**src/rtl/dma_mem_pkg.sv**
```systemverilog
// rtl/dma_mem_pkg.sv - shared DMA memory interface defaults, limits and access decode
package dma_mem_pkg;

    localparam int DEF_ADDR_W     = 4;
    localparam int DEF_DATA_W     = 8;
    localparam int DEF_CNT_W      = 8;
    localparam int DEF_RD_LATENCY = 2;
    localparam int RD_LAT_MIN     = 1;
    localparam int RD_LAT_MAX     = 4;

    typedef enum logic [1:0] {
        ACC_IDLE  = 2'd0,
        ACC_READ  = 2'd1,
        ACC_WRITE = 2'd2
    } acc_kind_e;

    // we_n only matters when the chip is enabled
    function automatic acc_kind_e decode_access(logic ce_n, logic we_n);
        if (ce_n) return ACC_IDLE;
        return we_n ? ACC_READ : ACC_WRITE;
    endfunction

endpackage

```
**src/rtl/dma_mem_responder_if.sv**
```systemverilog
// rtl/dma_mem_responder_if.sv - DMA memory bus between initiator and memory responder
interface dma_mem_responder_if
    import dma_mem_pkg::*;
#(
    parameter int ADDR_W = DEF_ADDR_W,
    parameter int DATA_W = DEF_DATA_W
);
    logic              mem_ce_n;
    logic              mem_we_n;
    logic [ADDR_W-1:0] mem_addr;
    logic [DATA_W-1:0] mem_data_in;
    logic [DATA_W-1:0] mem_data_out;
    logic              rd_valid;
    logic              wr_err;

    modport master (
        output mem_ce_n, mem_we_n, mem_addr, mem_data_in,
        input  mem_data_out, rd_valid, wr_err
    );

    modport slave (
        input  mem_ce_n, mem_we_n, mem_addr, mem_data_in,
        output mem_data_out, rd_valid, wr_err
    );
endinterface

```
**src/rtl/dma_mem_rd_pipe.sv**
```systemverilog
// rtl/dma_mem_rd_pipe.sv - fixed-latency {valid,data} read return pipeline
module dma_mem_rd_pipe #(
    parameter int RD_LATENCY = 2,
    parameter int DATA_W     = 8
) (
    input  logic              clk,
    input  logic              rst_n,
    input  logic              in_valid,
    input  logic [DATA_W-1:0] in_data,
    output logic              out_valid,
    output logic [DATA_W-1:0] out_data
);
    logic [RD_LATENCY-1:0] vld;
    logic [DATA_W-1:0]     dat [RD_LATENCY];

    // data stages only load on a valid beat, so the last stage holds the last read value
    always_ff @(posedge clk or negedge rst_n) begin
        if (!rst_n) begin
            vld <= '0;
            for (int i = 0; i < RD_LATENCY; i++) dat[i] <= '0;
        end else begin
            for (int i = RD_LATENCY - 1; i > 0; i--) begin
                vld[i] <= vld[i-1];
                if (vld[i-1]) dat[i] <= dat[i-1];
            end
            vld[0] <= in_valid;
            if (in_valid) dat[0] <= in_data;
        end
    end

    assign out_valid = vld[RD_LATENCY-1];
    assign out_data  = dat[RD_LATENCY-1];
endmodule

```
**src/rtl/dma_mem_responder.sv**
```systemverilog
// rtl/dma_mem_responder.sv - register-file memory responder with write protection and access counters
module dma_mem_responder
    import dma_mem_pkg::*;
#(
    parameter int ADDR_W     = DEF_ADDR_W,
    parameter int DATA_W     = DEF_DATA_W,
    parameter int RD_LATENCY = DEF_RD_LATENCY,
    parameter int CNT_W      = DEF_CNT_W
) (
    input  logic                 clk,
    input  logic                 rst_n,
    dma_mem_responder_if.slave   bus,
    input  logic [2**ADDR_W-1:0] wp_mask,
    input  logic                 cnt_clr,
    output logic [CNT_W-1:0]     rd_cnt,
    output logic [CNT_W-1:0]     wr_cnt,
    output logic [CNT_W-1:0]     err_cnt
);
    localparam int DEPTH = 2**ADDR_W;

    if (RD_LATENCY < RD_LAT_MIN || RD_LATENCY > RD_LAT_MAX) begin : g_bad_latency
        $error("dma_mem_responder: RD_LATENCY must be within 1..4");
    end

    acc_kind_e         acc;
    logic              wr_prot;
    logic              do_read;
    logic              do_write;
    logic              do_reject;
    logic [DATA_W-1:0] mem [DEPTH];
    logic              pipe_valid;
    logic [DATA_W-1:0] pipe_data;

    assign acc       = decode_access(bus.mem_ce_n, bus.mem_we_n);
    assign wr_prot   = wp_mask[bus.mem_addr];
    assign do_read   = (acc == ACC_READ);
    assign do_write  = (acc == ACC_WRITE) && !wr_prot;
    assign do_reject = (acc == ACC_WRITE) && wr_prot;

    always_ff @(posedge clk or negedge rst_n) begin
        if (!rst_n) begin
            for (int i = 0; i < DEPTH; i++) mem[i] <= '0;
        end else if (do_write) begin
            mem[bus.mem_addr] <= bus.mem_data_in;
        end
    end

    always_ff @(posedge clk or negedge rst_n) begin
        if (!rst_n) bus.wr_err <= 1'b0;
        else        bus.wr_err <= do_reject;
    end

    // clear wins over any increment in the same cycle; counters stick at all-ones
    always_ff @(posedge clk or negedge rst_n) begin
        if (!rst_n) begin
            rd_cnt  <= '0;
            wr_cnt  <= '0;
            err_cnt <= '0;
        end else if (cnt_clr) begin
            rd_cnt  <= '0;
            wr_cnt  <= '0;
            err_cnt <= '0;
        end else begin
            if (do_read   && !(&rd_cnt))  rd_cnt  <= rd_cnt + 1'b1;
            if (do_write  && !(&wr_cnt))  wr_cnt  <= wr_cnt + 1'b1;
            if (do_reject && !(&err_cnt)) err_cnt <= err_cnt + 1'b1;
        end
    end

    // the read word is taken from pre-edge memory, so earlier writes are visible
    dma_mem_rd_pipe #(
        .RD_LATENCY (RD_LATENCY),
        .DATA_W     (DATA_W)
    ) u_rd_pipe (
        .clk       (clk),
        .rst_n     (rst_n),
        .in_valid  (do_read),
        .in_data   (mem[bus.mem_addr]),
        .out_valid (pipe_valid),
        .out_data  (pipe_data)
    );

    assign bus.rd_valid     = pipe_valid;
    assign bus.mem_data_out = pipe_data;
endmodule
```
**src/flat_wrapper.sv**
```systemverilog
// flat-port wrapper written by rule: the top's interface ports become plain ports
module dma_mem_responder_flat import dma_mem_pkg::*;
#(
    parameter int ADDR_W     = DEF_ADDR_W,
    parameter int DATA_W     = DEF_DATA_W,
    parameter int RD_LATENCY = DEF_RD_LATENCY,
    parameter int CNT_W      = DEF_CNT_W
)
  (clk, rst_n, wp_mask, cnt_clr, rd_cnt, wr_cnt, err_cnt, bus_mem_ce_n, bus_mem_we_n, bus_mem_addr, bus_mem_data_in, bus_mem_data_out, bus_rd_valid, bus_wr_err);
  dma_mem_responder_if #(.ADDR_W(ADDR_W), .DATA_W(DATA_W)) bus_i ();
  input  logic clk;
  input  logic rst_n;
  input  logic [2**ADDR_W-1:0] wp_mask;
  input  logic cnt_clr;
  output logic [CNT_W-1:0] rd_cnt;
  output logic [CNT_W-1:0] wr_cnt;
  output logic [CNT_W-1:0] err_cnt;
  input wire logic [$bits(bus_i.mem_ce_n)-1:0] bus_mem_ce_n;
  input wire logic [$bits(bus_i.mem_we_n)-1:0] bus_mem_we_n;
  input wire logic [$bits(bus_i.mem_addr)-1:0] bus_mem_addr;
  input wire logic [$bits(bus_i.mem_data_in)-1:0] bus_mem_data_in;
  output wire logic [$bits(bus_i.mem_data_out)-1:0] bus_mem_data_out;
  output wire logic [$bits(bus_i.rd_valid)-1:0] bus_rd_valid;
  output wire logic [$bits(bus_i.wr_err)-1:0] bus_wr_err;
  assign bus_i.mem_ce_n = bus_mem_ce_n;
  assign bus_i.mem_we_n = bus_mem_we_n;
  assign bus_i.mem_addr = bus_mem_addr;
  assign bus_i.mem_data_in = bus_mem_data_in;
  assign bus_mem_data_out = bus_i.mem_data_out;
  assign bus_rd_valid = bus_i.rd_valid;
  assign bus_wr_err = bus_i.wr_err;
  dma_mem_responder #(.ADDR_W(ADDR_W), .DATA_W(DATA_W), .RD_LATENCY(RD_LATENCY), .CNT_W(CNT_W)) u_core (.clk(clk), .rst_n(rst_n), .bus(bus_i), .wp_mask(wp_mask), .cnt_clr(cnt_clr), .rd_cnt(rd_cnt), .wr_cnt(wr_cnt), .err_cnt(err_cnt));
endmodule
```
**config.mk**
```make
export PLATFORM = sky130hd
export DESIGN_NAME = dma_mem_responder_flat
export DESIGN_NICKNAME = d
export VERILOG_FILES = /design/src/rtl/dma_mem_pkg.sv /design/src/rtl/dma_mem_responder_if.sv /design/src/rtl/dma_mem_rd_pipe.sv /design/src/rtl/dma_mem_responder.sv /design/src/flat_wrapper.sv
export SDC_FILE = /design/constraint.sdc
export NUM_CORES = 1
export LEC_CHECK = 0
export ABC_CLOCK_PERIOD_IN_PS = 4360
export CELL_PAD_IN_SITES_DETAIL_PLACEMENT = 1
export CELL_PAD_IN_SITES_GLOBAL_PLACEMENT = 2
export CORE_MARGIN = 3
export CORE_UTILIZATION = 45
export CTS_BUF_LIST = sky130_fd_sc_hd__clkbuf_4
export CTS_CLUSTER_SIZE = 25
export DETAILED_ROUTE_END_ITERATION = 16
export GPL_ROUTABILITY_DRIVEN = 0
export PLACE_DENSITY = 0.82
export SETUP_SLACK_MARGIN = 0.2
export SLEW_MARGIN = 0
export SYNTH_ARGS = -nofsm -noshare
export SYNTH_HDL_FRONTEND = slang
export SYNTH_HIERARCHICAL = 1
export SYNTH_SLANG_ARGS = --single-unit
```
**constraint.sdc**
```tcl
create_clock -name clk -period 4.36 [get_ports clk]
set_input_delay 0.872 -clock clk [delete_from_list [all_inputs] [get_ports clk]]
set_output_delay 0.872 -clock clk [all_outputs]
set_load 0.01 [all_outputs]
```
* After elaboration in Yosys (flattened, before gate mapping)
Index checks and enable logic that the tools add are counted.
Storage, ports and cells: flip-flop bits (word level) 171, latch bits 0, RAM bits 0, memory bits (read-only) 0, input port bits 33, output and inout bits 34, logic and storage cells 66, memories kept 0
Operators by class: $add $sub $neg 3, $mul 0, divide/modulo/power cells 0, $lt $le $gt $ge 3, equal/unequal tests 2, shift-type cells 0, multiplexer cells 18, bitwise logic cells 1, reductions and logical operators 16
Operators with widths (number):
- $bwmux 128 | 1
- $mux 8 | 9
- $bmux 8 s4 | 1
- $demux 8 s4 | 1
- $add 8x1->8 const B | 3
- $reduce_and 8->1 | 3
- $logic_and 1x1->1 | 6
- $mux 2 | 3
- $reduce_bool 2->1 | 3
- $ge 5x5->1 const B | 1
- $lt 4x5->1 const B | 1
- $lt 5x1->1 const B | 1
- $not 4->5 | 1
- $bmux 1 s4 | 1
- $logic_not 1->1 | 4
- $eq 2x1->1 const B | 1
- $eq 2x2->1 const B | 1
- $mux 1 | 2

* Longest topological paths before layout
Gate-level depths: netlist (run 1).
depth after elaboration 7, depth in mapped cells 9, gate-level depth less buffers 7

* Cells and area by module
Netlist (run 1), hierarchy kept.
Modules (own cells, without submodules):
- dma_mem_responder | times used 1, cells each 489, area an instance 7236.9 um^2, sequential area each 3828.7 um^2
- dma_mem_rd_pipe | times used 1, cells each 44, area an instance 773.2 um^2, sequential area each 450.4 um^2

* Worst setup path after synthesis (run 1)
No wires, ideal clock.
path type input -> register, start input bus_mem_addr[0], end register u_core/u_rd_pipe/dat[10] (netlist name), library setup time 125 ps, arrival time 2826 ps, required time 4235 ps, slack 1409 ps, cell stages on the path 6, buffers on the path 3, path through buf_2 -> buf_2 -> buf_2 -> mux4_2 -> mux4_2 -> mux2_4
Between the ends: word-level cells in the longest chain between the ends 4
Ends and longest elaborated chain:
- start: declaration | RTL line flat_wrapper.sv:20 | input wire logic [$bits(bus_i.mem_addr)-1:0] bus_mem_addr;
- $not 4->5 (implied by the code) | RTL line dma_mem_responder.sv:78 | .in_data (mem[bus.mem_addr]),
- $bmux 8 s4 | RTL line dma_mem_responder.sv:78
- $mux 8 (implied by the code) (2 in a row) | RTL line dma_mem_responder.sv:78
- end signal: indexed assignment | RTL line dma_mem_rd_pipe.sv:24 | if (vld[i-1]) dat[i] <= dat[i-1];
- end: declaration | RTL line dma_mem_rd_pipe.sv:14 | logic [DATA_W-1:0] dat [RD_LATENCY];
Every way passes these cells. The select of a mux whose other input is x is not followed. A chain may end at the register's enable or synchronous reset.

* Worst setup path in the final report (run 1)
start input bus_mem_addr[1], end register u_core/mem[25] (netlist name)
Between the ends: word-level cells in the longest chain between the ends 6, elaborated cells on any way between the ends 11, those cells by class order compare (2); mux (5); bitwise (1); reduce/logical (3)
Ends and longest elaborated chain:
- $not 4->5 (implied by the code) | RTL line dma_mem_responder.sv:44 | mem[bus.mem_addr] <= bus.mem_data_in;
- $ge 5x5->1 (implied by the code) or $lt 5x1->1 (tied branches) | RTL line dma_mem_responder.sv:44
- $logic_and 1x1->1 (implied by the code) | RTL line dma_mem_responder.sv:44
- $mux 8 (implied by the code) | RTL line dma_mem_responder.sv:44
- $demux 8 s4 | RTL line dma_mem_responder.sv:44
- $bwmux 128 | RTL line dma_mem_responder.sv:44
- end signal: indexed assignment | RTL line dma_mem_responder.sv:44
- end: declaration | RTL line dma_mem_responder.sv:30 | logic [DATA_W-1:0] mem [DEPTH];
Several ways; a longest one is shown, not always the timed one. The select of a mux whose other input is x is not followed.

==> metrics.yaml, run 1 <==
outcome:
  status: "finished, final reports clean"
timing:
  max_clock_freq_mhz: 342
  hold_viol: 0
  rsz0062_at_grt: "false"
  setup_viol_count_final: 0
  post-route-min-period_ns: 2.93
  fin_worst_skew_ns: 0.0152
  tightest_slew_ns: 0.984
  hold_slack_ns: 0.389
  finalMaxSlewViolations: 0
  period_share_pct: 67.1
  slew_headroom_pct: 34.2
  tns_ns: 0
clock_network:
  htreeDepth: 4
  cts_resized: 0
  root_buffer: "clkbuf_4"
  cts.path.max_buffers: 2
  hold_buffers: 0
  cts_tree: "done"
  cts_setup_buffers: 0
  cts.clk_slew.worst_paths_ns: 0.13
  clk_latency_ns: 0.57
  clock-sinks: 171
  cts_buffers: 17
flow_run:
  drv_cap: 0
layout:
  final_common_cell: "dfrtp_1"
  drive_gt1_share_pct: 40.4
  area_delta_synth_final_pct: 13.4
  fin_cells: 826
  fin_nets: 622
  final_cell_mix: "dfrtp_1 (171), mux2_2 (130), clkdlybuf4s50_1 (63)"
route:
  routedWlPerCell_um: 21.8
  via_count: 4682
  viasPerCell: 5.67
  wl_mm: 18.0
  drc_errors: 0
  ant_nets: 0
  detail_route.iter0.violations: 363
  first_pass_iters: 4
die:
  die_h_um: 139
  io_pins: 67
  start_util_pct: 46.2
  dieArea_um2: 19400
  rows: 48
  die_x_um: 139
  core-area_um2: 17400
grt:
  overflow: 0
  grt_usage_pct: 19.6
  grt_max_degree: 103
  grt_pass1_wl_mm: 29.6
  antenna_found_initial: 2
  grt_pass1_vias: 5233
placement:
  portBuffers: 66
  placedCellCount: 792
  dp.final_hpwl_mm: 12.4
yosys:
  synthAdderAreaFrac_pct: 0.469
  synthMuxAreaShare_pct: 33.8
  avgSynthCellArea_um2: 15.0
  synth_fp_nets: 569
  synth_area_um2: 8010
  ys_warn_count: 6
  synth_edf_count: 0
  synthSimpleGateAreaFrac_pct: 5.94
  synth_top_family_by_area: "multiplexers"
  synth_compound_area_share_pct: 2.72
  synth_xor_area_share_pct: 0.984
  yosysSeqAreaShare_pct: 53.4
  postSynthCellCount: 533
  yosysUniqueCellTypes: 43
  ys_seq_elements: 171
  async_flop_share_pct: 100
  synth_flop_cell: "dfrtp_1"
critical_path:
  worst_setup_path_start_kind: "primary input"
  critPathKind: "primary input to register"
  cp.required_ns: 4.83
  cp-end-kind: "register"
  cp_data_arrival_time_ns: 3.39
  cp_max_fo: 37
power:
  leakage_nw: 4.08
  p_per_area_nw_per_um2: 375
  peakVddDrop_mv: 0.270
worst_hold_path:
  hold_path_class: "primary input to asynchronous set/reset pin"
## final cells by class
cell class,instances,area [um^2]
diodes,2,5.00
clock buffers,18,135
clock inverters,14,151
fillers,1692,8280
inverters,1,3.75
multi-input cells,323,3510
flip-flops and latches,171,4280
well taps,225,282
repair buffers,72,709
## where the power goes
group / switching (W) / internal [W] / leakage, nW / total (W)
registers: 0.000112 / 0.00179 / 2.30 / 0.00190
clock network: 0.000543 / 0.000394 / 0.150 / 0.000937
logic: 0.000221 / 0.000346 / 1.63 / 0.000567
total: 0.000876 / 0.00253 / 4.08 / 0.00340
## sequential cells by signal (all words and copies together), names as in the netlist
name / flops
u_core/rd_cnt: 8
u_core/mem: 128
u_core/wr_cnt: 8
u_core/u_rd_pipe/dat: 8
u_core/bus.wr_err: 1
u_core/err_cnt: 8
u_core/u_rd_pipe/out_data: 8
u_core/u_rd_pipe/vld: 2
## per-stage QoR
stage / total power [W] / worst slack (ns) / util (%) / cell area, um^2
2_1_floorplan: 0.00230 / 1.41 / - / 8010
3_3_place_gp: 0.00246 / 0.892 / 50.6 / 8790
3_5_place_dp: 0.00250 / 0.818 / 50.6 / 8790
4_1_cts: 0.00346 / 1.45 / 52.3 / 9070
5_1_grt: 0.00360 / 1.31 / 52.3 / 9080
6_report: 0.00340 / 1.43 / 52.3 / 9080
## cell usage after synthesis (6+ instances only)
master	n	area [um^2]
nor2_2	6	37.5
nor2_1	16	60.1
buf_2	8	40.0
nand2_2	6	37.5
mux4_2	40	901
or3_1	6	37.5
mux2_4	16	240
o21ai_0	7	35.0
mux2i_1	10	100
a21oi_1	9	45.0
mux2_2	130	1460
buf_4	10	75.1
nand3_1	6	30.0
nand4_1	7	43.8
xor2_1	8	70.1
dfrtp_1	171	4280
nand2_1	10	37.5
clkbuf_1	16	60.1
## per-layer routing
layer | vias to the layer above | global-route usage (%) | part of all wire [%]
li1 | 2078 | - | -
met1 | 2526 | 27.4 | 46
met2 | 68 | 32.0 | 50
met3 | 10 | 3.78 | 3.1
met4 | 0 | 4.48 | 0.92
met5 | - | 0 | 0
## logic make-up after synthesis
kind of cell               Yosys count
AOI/OAI and AO/OA                   33
xor gates and xnor gates             9
adders and majority gates            3
buffers and inverters               39
DFF                                171
muxes                              196
and+or+nand+nor                     82
## critical path: stages
cell and delay (ns):
buf_2 0.20, buf_4 0.49, mux2i_1 0.25, a2bb2oi_1 0.11, a21oi_2 0.30, nand2b_1 0.24, nor2_2 0.52, mux2_2 0.41
## path summary, 6_finish.rpt
check | startpoint | endpoint | slack [ns] | cells past startpoint
worst max-delay path | bus_mem_addr[1] | u_core/mem[25] | 1.43 | 8
worst min-delay path | rst_n | u_core/u_rd_pipe/out_data[5] | 0.39 | 1
worst max register to register | u_core/wr_cnt[0] | u_core/wr_cnt[7] | 2.19 | 7
worst min register to register | u_core/mem[41] | u_core/mem[41] | 0.52 | 1
max in group asynchronous | rst_n | u_core/mem[28] | 3.07 | 2
min in group clk | u_core/mem[41] | u_core/mem[41] | 0.52 | 1
Power figures use the tool's default switching activity.
==> run 2: changes to the inputs <==
ABC_CLOCK_PERIOD_IN_PS = 2700   (was 4360)
CORE_UTILIZATION = 44   (was 45)
PLACE_DENSITY = 0.81   (was 0.82)
clock period = 2.7 ns   (was 4.36 ns; I/O delays follow)
==> metrics.yaml, run 2 (synthesis results as in run 1) <==
grt:
  grt_max_degree: 59  # -43%
  overflow: 0  # unchanged
  grt_pass1_vias: 5378  # +2.8%
  grt_usage_pct: 20.7  # +1.1 points
  antenna_found_initial: 2  # unchanged
  grt_pass1_wl_mm: 31.5  # +6.6%
clock_network:
  htreeDepth: 4  # unchanged
  cts_tree: "done"
  cts_setup_buffers: 0  # unchanged
  clk_latency_ns: 0.58  # about the same
  root_buffer: "clkbuf_4"
  cts_buffers: 17  # unchanged
  cts.path.max_buffers: 2  # unchanged
  cts.clk_slew.worst_paths_ns: 0.16  # +0.03 ns
  clock-sinks: 171  # unchanged
placement:
  placed_cell_area_um2: 9180  # +4.5%
  dp.final_hpwl_mm: 13.6  # +9.4%
  dpl_worst_slack_ns: -0.133  # -0.951 ns
  portBuffers: 66  # unchanged
route:
  ant_nets: 0  # unchanged
  routedWlPerCell_um: 22.7  # +4.1%
  viasPerCell: 5.69  # +0.46%
  via_count: 4880  # +4.2%
  drc_errors: 0  # unchanged
  wl_mm: 19.5  # +8.0%
  first_pass_iters: 6  # +2
  detail_route.iter0.violations: 249  # -31%
timing:
  slew_headroom_pct: 55.3  # +21 points
  setup_viol_count_final: 0  # unchanged
  tightest_slew_ns: 0.669  # -0.315 ns
  hold_viol: 0  # unchanged
  rsz0062_at_grt: "false"
  post-route-min-period_ns: 2.24
  post-route-worst-setup-slack_ns: 0.462  # -0.972 ns
  fin_worst_skew_ns: 0.0242  # +0.00907 ns
  finalMaxSlewViolations: 0  # unchanged
  tns_ns: 0  # unchanged
  period_share_pct: 82.9
  max_clock_freq_mhz: 447
power:
  p_per_area_nw_per_um2: 594  # +58%
  pwr-share-seq_pct: 54.4  # -1.4 points
  pwr-share-comb_pct: 16.9  # +0.2 points
  peakVddDrop_mv: 0.282  # +4.5%
  internal_power_w: 0.00415  # +64%
  power_frac_clock_pct: 28.7  # +1.2 points
  leakage_nw: 4.31  # +5.6%
  swShare_pct: 26.6  # +0.87 points
  p_sw_w: 0.00150  # +72%
die:
  rows: 48  # unchanged
  die_h_um: 141  # +1.1%
  die_x_um: 141  # +1.1%
  dieArea_um2: 19900  # +2.2%
  io_pins: 67  # unchanged
  start_util_pct: 45.7  # -0.47 points
  core-area_um2: 17500  # +1.0%
critical_path:
  r2r_slack_ns: 0.54  # -1.65 ns
  r2r-start: "u_core/wr_cnt[0]"
  slowest_stage: "clkdlybuf4s50_1"
  cp_data_arrival_time_ns: 2.70  # -0.69 ns
  critPathKind: "primary input to register"
  cp_max_fo: 8  # -78%
  worst_setup_path_start_kind: "primary input"
  cp.buffers_inverters: 1  # -1
  cp.required_ns: 3.16  # -1.67 ns
  rr_worst_depth: 7  # unchanged
  crit_family: "simple AND/OR/NAND/NOR gates"
  cp-end-kind: "register"
  path_cells: "clkdlybuf4s50_1, nor2b_1, a2bb2oi_1, a21oi_2, and2_1, nand3_2, mux2_2"
  r2r-end: "u_core/wr_cnt[7]"
  max_stage_delay_ns: 0.55  # +0.03 ns
layout:
  largest_reg_flops: 128  # unchanged
  final_cell_mix: "dfrtp_1 (171), mux2_2 (130), clkdlybuf4s50_1 (63)"
  fin_nets: 654  # +5.1%
  area_delta_synth_final_pct: 18.7
  drive_gt1_share_pct: 43.9  # +3.5 points
  top_register: "u_core/mem"
  final_design_area_no_fill_um2: 9510  # +4.7%
  final_common_cell: "dfrtp_1"
flow_run:
  drv_cap: 0  # unchanged
worst_hold_path:
  hold_path_class: "primary input to asynchronous set/reset pin"
outcome:
  status: "finished, final reports clean"
-- run 2: cell count changes in the layout (fill, tap and decap cells not counted), sizes merged --
| cell | delta |
|---|---|
| clkinvlp | -1 |
| buf | +31 |
| inv | +5 |
| diode | -1 |
| dlygate4sd3 | +1 |
| clkinv | -4 |
-- run 2: power by group through the flow --
stage	sequential, W	combinational, W	clock (W)
detailed placement	0.00312	0.000964	0
global placement	0.00309	0.000920	0
finish	0.00307	0.000956	0.00162
floorplan	0.00305	0.000662	0
global route	0.00311	0.00103	0.00179
CTS	0.00307	0.000970	0.00167
-- run 2: routing by layer --
layer  part of all wire, %  wire length, um  track usage, %
met1                    45             8680            28.2
met2                    50             9750            34.2
met3                   3.6              693            3.70
met4                   1.8              347            6.02
met5                 0.067               13               0
-- run 2: how the worst max path moves through the flow --
stage / from / endpoint / depth (start not counted)
2_1_floorplan: bus_mem_addr[0] / u_core/u_rd_pipe/dat[10] / 6
3_3_place_gp: bus_mem_ce_n / u_core/mem[49] / 7
3_5_place_dp: bus_mem_addr[3] / u_core/mem[1] / 7
4_1_cts: u_core/wr_cnt[0] / wr_cnt[0] / 1
5_1_grt: bus_mem_addr[3] / u_core/mem[2] / 7
6_report: bus_mem_addr[3] / u_core/mem[2] / 7
-- run 2: repair_timing --
item | CTS | global route
hold buffers | 1 | 0
endpoints found under the hold margin | 55 | 0
gates resized for setup | 0 | 0
-- run 2: area by class of cell --
cell class / instances / area, um^2
Antenna cell: 1 / 2.50
Clock buffer: 18 / 135
Clock inverter: 14 / 179
Fill cell: 1699 / 8030
Inverter: 1 / 3.75
Multi-Input combinational cell: 323 / 3510
Sequential cell: 171 / 4280
Tap cell: 225 / 282
Timing Repair Buffer: 104 / 1110
-- run 2: through the flow --
stage	cells	hold slack (ns)	util [%]	power [W]
3_3_place_gp	823	0.481	52.4	0.00401
3_5_place_dp	823	0.487	52.4	0.00409
5_1_grt	857	0.493	54.2	0.00593
4_1_cts	856	0.477	54.2	0.00572
6_report	857	0.483	54.2	0.00565
2_1_floorplan	533	0.244	-	0.00371
